`src/rtl/gmii_rx_guard_pkg.sv`:
```
// Shared encodings and helpers for the GMII receive guard.
package gmii_rx_guard_pkg;

   typedef enum logic [1:0] {
      ST_IDLE    = 2'd0,
      ST_FRAME   = 2'd1,
      ST_DISCARD = 2'd2
   } state_t;

   localparam logic [7:0] FALSE_CARRIER = 8'h0E;
   localparam logic [7:0] XOR_MASK      = 8'hFF;

   // Corrupt a byte so the downstream CRC check can never pass on it.
   function automatic logic [7:0] guard_byte(input logic [7:0] d, input logic inv);
      logic [7:0] r;
      if (inv) begin
         r = d ^ XOR_MASK;
      end else begin
         r = d;
      end
      return r;
   endfunction

endpackage

```
`src/rtl/gmii_rx_guard_if.sv`:
```
// GMII Rx byte stream in, guarded byte stream out.
interface gmii_rx_guard_if;
   logic [7:0] gmii_rxd;
   logic       gmii_rx_dv;
   logic       gmii_rx_er;
   logic [7:0] out_d;
   logic       out_dv;

   modport master (
      output gmii_rxd, gmii_rx_dv, gmii_rx_er,
      input  out_d, out_dv
   );

   modport slave (
      input  gmii_rxd, gmii_rx_dv, gmii_rx_er,
      output out_d, out_dv
   );
endinterface

```
`src/rtl/gmii_rx_guard_sat_counter.sv`:
```
// Saturating event counter with synchronous clear; clear beats a coincident increment.
module gmii_rx_guard_sat_counter #(
   parameter int CW = 16
) (
   input  logic          clk,
   input  logic          rst_n,
   input  logic          inc,
   input  logic          clr,
   output logic [CW-1:0] q
);

   logic [CW-1:0] q_r;

   // count register: clear, saturating increment, hold
   always_ff @(posedge clk or negedge rst_n) begin
      if (!rst_n) begin
         q_r <= {CW{1'b0}};
      end else if (clr) begin
         q_r <= {CW{1'b0}};
      end else if (inc && !(&q_r)) begin
         q_r <= q_r + {{(CW-1){1'b0}}, 1'b1};
      end else begin
         q_r <= q_r;
      end
   end

   assign q = q_r;

endmodule

```
`src/rtl/gmii_rx_guard.sv`:
```
// GMII Rx guard: corrupts errored bytes, truncates jabber frames, keeps saturating diagnostics.
module gmii_rx_guard
   import gmii_rx_guard_pkg::*;
#(
   parameter int CW       = 16,
   parameter int MAX_LEN  = 16383,
   parameter int RUNT_LEN = 72
) (
   input  logic          clk,
   input  logic          rst_n,
   gmii_rx_guard_if.slave rx,
   input  logic          cnt_clear,
   output logic [CW-1:0] frame_cnt,
   output logic [CW-1:0] err_cnt,
   output logic [CW-1:0] runt_cnt,
   output logic [CW-1:0] over_cnt,
   output logic [CW-1:0] fcar_cnt
);

   localparam logic [31:0] MAX_LEN_U  = 32'(MAX_LEN);
   localparam logic [31:0] RUNT_LEN_U = 32'(RUNT_LEN);

   state_t      state_r, state_s;
   logic [CW:0] len_r, len_s, len_inc_s;
   logic        err_r, err_s, err_acc_s;
   logic [7:0]  out_d_r, out_d_s;
   logic        out_dv_r, out_dv_s;
   logic        idle_ok_r;
   logic        fcar_prev_r, fcar_cond_s;
   logic        fwd_s, hit_max_s;
   logic        inc_frame_s, inc_err_s, inc_runt_s, inc_over_s, inc_fcar_s;

   // FSM, length, error flag and output registers
   always_ff @(posedge clk or negedge rst_n) begin
      if (!rst_n) begin
         state_r     <= ST_IDLE;
         len_r       <= {(CW+1){1'b0}};
         err_r       <= 1'b0;
         out_d_r     <= 8'h00;
         out_dv_r    <= 1'b0;
         idle_ok_r   <= 1'b0;
         fcar_prev_r <= 1'b0;
      end else begin
         state_r     <= state_s;
         len_r       <= len_s;
         err_r       <= err_s;
         out_d_r     <= out_d_s;
         out_dv_r    <= out_dv_s;
         idle_ok_r   <= idle_ok_r || !rx.gmii_rx_dv;
         fcar_prev_r <= fcar_cond_s;
      end
   end

   // next state, forwarded byte and counter increments
   always_comb begin
      state_s     = state_r;
      len_s       = len_r;
      err_s       = err_r;
      out_d_s     = 8'h00;
      out_dv_s    = 1'b0;
      fwd_s       = 1'b0;
      inc_frame_s = 1'b0;
      inc_err_s   = 1'b0;
      inc_runt_s  = 1'b0;
      inc_over_s  = 1'b0;

      fcar_cond_s = !rx.gmii_rx_dv && rx.gmii_rx_er && (rx.gmii_rxd == FALSE_CARRIER);
      inc_fcar_s  = fcar_cond_s && !fcar_prev_r;

      if (state_r == ST_FRAME) begin
         len_inc_s = (&len_r) ? len_r : len_r + {{CW{1'b0}}, 1'b1};
         err_acc_s = err_r || rx.gmii_rx_er;
      end else begin
         len_inc_s = {{CW{1'b0}}, 1'b1};
         err_acc_s = rx.gmii_rx_er;
      end
      hit_max_s = (32'(len_inc_s) >= MAX_LEN_U);

      case (state_r)
         ST_IDLE: begin
            // a burst already in flight when reset released is never a frame
            if (rx.gmii_rx_dv && !idle_ok_r) begin
               state_s = ST_DISCARD;
            end else if (rx.gmii_rx_dv) begin
               fwd_s = 1'b1;
            end else begin
               state_s = ST_IDLE;
            end
         end
         ST_FRAME: begin
            if (rx.gmii_rx_dv) begin
               fwd_s = 1'b1;
            end else begin
               inc_frame_s = 1'b1;
               inc_err_s   = err_r;
               inc_runt_s  = (32'(len_r) < RUNT_LEN_U);
               len_s       = {(CW+1){1'b0}};
               err_s       = 1'b0;
               state_s     = ST_IDLE;
            end
         end
         ST_DISCARD: begin
            if (rx.gmii_rx_dv) begin
               state_s = ST_DISCARD;
            end else begin
               state_s = ST_IDLE;
            end
         end
         default: begin
            state_s = ST_IDLE;
            len_s   = {(CW+1){1'b0}};
            err_s   = 1'b0;
         end
      endcase

      if (fwd_s) begin
         out_dv_s = 1'b1;
         out_d_s  = guard_byte(rx.gmii_rxd, rx.gmii_rx_er || hit_max_s);
         // the byte reaching MAX_LEN closes the frame; the rest of the burst is dropped
         if (hit_max_s) begin
            inc_over_s  = 1'b1;
            inc_frame_s = 1'b1;
            inc_err_s   = err_acc_s;
            len_s       = {(CW+1){1'b0}};
            err_s       = 1'b0;
            state_s     = ST_DISCARD;
         end else begin
            len_s   = len_inc_s;
            err_s   = err_acc_s;
            state_s = ST_FRAME;
         end
      end else begin
         out_dv_s = 1'b0;
      end
   end

   assign rx.out_d  = out_d_r;
   assign rx.out_dv = out_dv_r;

   gmii_rx_guard_sat_counter #(.CW(CW)) u_frame_cnt (
      .clk(clk), .rst_n(rst_n), .inc(inc_frame_s), .clr(cnt_clear), .q(frame_cnt)
   );
   gmii_rx_guard_sat_counter #(.CW(CW)) u_err_cnt (
      .clk(clk), .rst_n(rst_n), .inc(inc_err_s), .clr(cnt_clear), .q(err_cnt)
   );
   gmii_rx_guard_sat_counter #(.CW(CW)) u_runt_cnt (
      .clk(clk), .rst_n(rst_n), .inc(inc_runt_s), .clr(cnt_clear), .q(runt_cnt)
   );
   gmii_rx_guard_sat_counter #(.CW(CW)) u_over_cnt (
      .clk(clk), .rst_n(rst_n), .inc(inc_over_s), .clr(cnt_clear), .q(over_cnt)
   );
   gmii_rx_guard_sat_counter #(.CW(CW)) u_fcar_cnt (
      .clk(clk), .rst_n(rst_n), .inc(inc_fcar_s), .clr(cnt_clear), .q(fcar_cnt)
   );

endmodule

```
`src/flat_wrapper.sv`:
```
// flat-port wrapper written by rule: the top's interface ports become plain ports
module gmii_rx_guard_flat import gmii_rx_guard_pkg::*;
#(
   parameter int CW       = 16,
   parameter int MAX_LEN  = 16383,
   parameter int RUNT_LEN = 72
)
  (clk, rst_n, cnt_clear, frame_cnt, err_cnt, runt_cnt, over_cnt, fcar_cnt, rx_gmii_rxd, rx_gmii_rx_dv, rx_gmii_rx_er, rx_out_d, rx_out_dv);
  gmii_rx_guard_if rx_i ();
  input  logic clk;
  input  logic rst_n;
  input  logic cnt_clear;
  output logic [CW-1:0] frame_cnt;
  output logic [CW-1:0] err_cnt;
  output logic [CW-1:0] runt_cnt;
  output logic [CW-1:0] over_cnt;
  output logic [CW-1:0] fcar_cnt;
  input wire logic [$bits(rx_i.gmii_rxd)-1:0] rx_gmii_rxd;
  input wire logic [$bits(rx_i.gmii_rx_dv)-1:0] rx_gmii_rx_dv;
  input wire logic [$bits(rx_i.gmii_rx_er)-1:0] rx_gmii_rx_er;
  output wire logic [$bits(rx_i.out_d)-1:0] rx_out_d;
  output wire logic [$bits(rx_i.out_dv)-1:0] rx_out_dv;
  assign rx_i.gmii_rxd = rx_gmii_rxd;
  assign rx_i.gmii_rx_dv = rx_gmii_rx_dv;
  assign rx_i.gmii_rx_er = rx_gmii_rx_er;
  assign rx_out_d = rx_i.out_d;
  assign rx_out_dv = rx_i.out_dv;
  gmii_rx_guard #(.CW(CW), .MAX_LEN(MAX_LEN), .RUNT_LEN(RUNT_LEN)) u_core (.clk(clk), .rst_n(rst_n), .rx(rx_i), .cnt_clear(cnt_clear), .frame_cnt(frame_cnt), .err_cnt(err_cnt), .runt_cnt(runt_cnt), .over_cnt(over_cnt), .fcar_cnt(fcar_cnt));
endmodule
```
`config.mk`:
```
export PLATFORM = sky130hd
export DESIGN_NAME = gmii_rx_guard_flat
export DESIGN_NICKNAME = d
export VERILOG_FILES = /design/src/rtl/gmii_rx_guard_pkg.sv /design/src/rtl/gmii_rx_guard_if.sv /design/src/rtl/gmii_rx_guard_sat_counter.sv /design/src/rtl/gmii_rx_guard.sv /design/src/flat_wrapper.sv
export SDC_FILE = /design/constraint.sdc
export NUM_CORES = 1
export LEC_CHECK = 0
export CAP_MARGIN = 10
export CORE_MARGIN = 5
export CORE_UTILIZATION = 40
export CTS_BUF_LIST = sky130_fd_sc_hd__clkbuf_4 sky130_fd_sc_hd__clkbuf_8 sky130_fd_sc_hd__clkbuf_16
export DETAILED_ROUTE_END_ITERATION = 16
export DONT_BUFFER_PORTS = 1
export GPL_ROUTABILITY_DRIVEN = 0
export HOLD_SLACK_MARGIN = 0.15
export PLACE_DENSITY_LB_ADDON = 0.3
export REMOVE_ABC_BUFFERS = 1
export SLEW_MARGIN = 15
export SYNTH_ARGS = -nofsm -noshare
export SYNTH_HDL_FRONTEND = slang
export SYNTH_HIERARCHICAL = 1
export SYNTH_SLANG_ARGS = --single-unit
export TNS_END_PERCENT = 10
```
`constraint.sdc`:
```
create_clock -name clk -period 3.8 [get_ports clk]
set_input_delay 0.76 -clock clk [delete_from_list [all_inputs] [get_ports clk]]
set_output_delay 0.76 -clock clk [all_outputs]
set_load 0.005 [all_outputs]
```
==> results.py <==
metrics = {
    "setup_path": {
        "cp.required_ns": 4.09,
        "cp_max_fo": 6,
        "cp_top_family": "simple AND/OR/NAND/NOR gates",
        "cp_num_buf_inv": 1,
        "crit_path_end": "u_core/u_err_cnt/q[15]",
        "cp.depth": 13,
        "cp_common_cell": "or4_4",
        "rr_startpoint": "u_core/len_r[0]",
        "cp_slowest_stage_delay_ns": 0.52,
        "critPathKind": "flip-flop to flip-flop",
        "r2r_cells": 13,
        "path_cells": "nand4_1 -> or3_1 -> or4_4 -> a221oi_4 -> nand3_2 -> o21ai_4 -> nand2_2 -> a21oi_1 -> buf_4 -> and4_4 -> nand3_4 -> or4_4 -> a21oi_2",
        "r2r_setup_slack_ns": 0.08,
        "cp.arrival_ns": 4.00,
        "worst_setup_path_start_kind": "flip-flop",
        "r2r_end": "u_core/u_err_cnt/q[15]",
        "startpoint": "u_core/len_r[0]",
        "critPathSlowestCell": "or4_4",
        "critPathCaptureType": "flip-flop",
    },
    "finish": {
        "syn2layout_area_growth_pct": 12.34,
        "fin_cells": 916,
        "design_area_mm2": 0.007247,
        "multi_input_area_mm2": 0.003595,
        "antennaDiodeCount": 0,
        "fillers": 1462,
        "fin_nets": 714,
        "regArea_mm2": 0.002785,
        "drive_gt1_frac": 0.1771,
    },
    "floorplan": {
        "io_pins": 102,
        "initial_core_util": 0.4076,
        "die_w_um": 137.0,
        "rows": 46,
        "die_area_mm2": 0.01877,
        "dieHeight_um": 137.0,
        "design.core.area_mm2": 0.01583,
    },
    "logic_synthesis": {
        "synth_common_cells": "dfrtp_1, nor2_1, nand2_1, a21oi_1, o21ai_0",
        "synth_top_cell_by_area": "dfrtp_1",
        "synth_area_leaders": "dfrtp_1, nor2_1, a21oi_1",
        "synth_ff_type": "dfrtp_1",
        "yosysTopAreaCellShare": 0.4306,
        "avgSynthCellArea_um2": 9.557,
        "synthArstFlopShare": 1.000,
        "synth_seq_area_share": 0.4306,
        "ys_types": 67,
        "synth-edff-count": 0,
        "yosysMostFrequentCell": "dfrtp_1",
        "synth_cells": 675,
        "netlist_area_mm2": 0.006451,
        "ys_warn_count": 6,
        "synth_seq_cells": 111,
    },
    "sta": {
        "drv_slew": 0,
        "timing.final.crit_period_ns": 3.718,
        "min_period_over_period": 0.9785,
        "slew_headroom": 0.5775,
        "setup_viol": 0,
        "worst_slew_pin_slew_ns": 0.6315,
        "finClkSkew_ns": 0.006550,
        "max_freq_ghz": 0.2689,
        "hold_viol_final": 0,
    },
    "clock_network": {
        "h-tree-depth": 3,
        "clk_path_buf_depth": 2,
        "cts_tree": "done",
        "cts_sinks": 111,
        "clock_latency_ns": 0.35,
        "clk_pin_slew_ns": 0.07,
        "cts-buffers-inserted": 9,
        "root_buffer": "clkbuf_16",
    },
    "power_and_ir_drop": {
        "power.leakage_nw": 2.902,
        "peakVddDrop_v": 0.0001913,
        "power_density_mw_per_mm2": 323.5,
    },
    "run": {
        "cap_violations": 0,
    },
    "grt": {
        "grtUsageTotal": 0.1683,
        "grt_overflow": 0,
        "grt_pass1_wl_um": 25520,
        "grt_max_degree": 112,
        "grt_pass1_vias": 5051,
        "grt_antenna_before_repair": 0,
    },
    "detailed_routing": {
        "firstDrtPassIters": 5,
        "routed_wl_um": 16330,
        "ant_nets": 0,
        "via_per_inst": 5.854,
        "remaining_drc_errors": 0,
        "vias": 5362,
        "wl_per_cell_um": 17.83,
        "drt_iter0_markers": 483,
    },
    "outcome": {
        "status": "finished clean",
    },
    "placement": {
        "dp_hpwl_um": 11270,
        "placed_cell_area_mm2": 0.006756,
        "place_inst": 890,
        "io_buffer_count": 0,
    },
    "min_path": {
        "hold_class": "input port to asynchronous set/reset pin",
    },
}
[sequential cells by signal, summed over array words and instances (netlist names)]
name / count
u_core/u_runt_cnt/q: 16
u_core/u_err_cnt/q: 16
u_core/rx.out_dv: 1
u_core/u_fcar_cnt/q: 16
u_core/len_r: 17
u_core/err_r: 1
u_core/idle_ok_r: 1
u_core/state_r: 2
u_core/u_frame_cnt/q: 16
u_core/u_over_cnt/q: 16
u_core/fcar_prev_r: 1
u_core/rx.out_d: 8
[area by class of cell]
type,instances,share of cell area
clock buffer,9,0.03108
tap,216,0.03729
inverter,20,0.01036
clock inverter,7,0.01329
sequential,111,0.3843
multi-input combinational,529,0.4960
timing repair buffer,24,0.02762
[cell families after synthesis]
logic type                 count (synthesis)  synth area share
muxes                                     22           0.03898
and+or+nand+nor                          322            0.3010
DFF                                      111            0.4306
adders and majority gates                  6           0.01164
buffers and inverters                     36           0.02366
AOI/OAI and AO/OA                        162            0.1724
xor gates and xnor gates                  16           0.02172
[cells in the final DEF, fill, tap and decap left out, types with 19 or more instances in the layout]
cell type  instances
a21oi_1           47
nand2_1           52
or3_1             21
o21ai_0           28
buf_4             23
inv_1             20
nor2_1            66
and2_1            19
dfrtp_1          105
nand3_1           22
[metrics by stage]
stage          total power (W)    util   TNS, ns  worst slack, ns  hold slack, ns
2_1_floorplan         0.001284       -         0           0.2047          0.4644
3_3_place_gp          0.001302  0.4269         0          0.06163          0.4677
3_5_place_dp          0.001304  0.4269   -0.3010         -0.07659          0.4684
4_1_cts               0.002371  0.4508         0          0.03009          0.3739
5_1_grt               0.002440  0.4579  -0.04426         -0.02562          0.3683
6_report              0.002344  0.4579         0          0.08167          0.3269
[routing by layer]
| metal | global-route usage | vias up | wire (µm) |
|---|---|---|---|
| met1 | 0.2130 | 2608 | 6970 |
| met3 | 0.05625 | 24 | 1373 |
| li1 | - | 2545 | - |
| met4 | 0.05710 | 0 | 276 |
| met2 | 0.2700 | 185 | 7713 |
| met5 | 0 | - | 0 |
[report_power, final]
group | switching (W) | total [W] | internal, W
Sequential | 0.0000174 | 0.00121 | 0.00119
Clock | 0.000450 | 0.00103 | 0.000581
Combinational | 0.0000611 | 0.000101 | 0.0000401
[how the worst min path moves through the flow]
stage                                          to  slack [ns]
final                      u_core/u_fcar_cnt/q[7]        0.33
after global routing      u_core/u_fcar_cnt/q[15]        0.37
after CTS                  u_core/u_fcar_cnt/q[5]        0.37
after detailed placement   u_core/u_fcar_cnt/q[6]        0.47
after global placement     u_core/u_fcar_cnt/q[5]        0.47
after floorplan                      u_core/err_r        0.46
[repair_timing]
action,in CTS,in global routing
gates resized for setup,2,17
cloned,0,1
buffers inserted,2,6
setup endpoints to repair,12,25
hold buffers,1,0
pin swaps,1,7
hold endpoints to repair,111,0
Power figures use the tool's default switching activity.
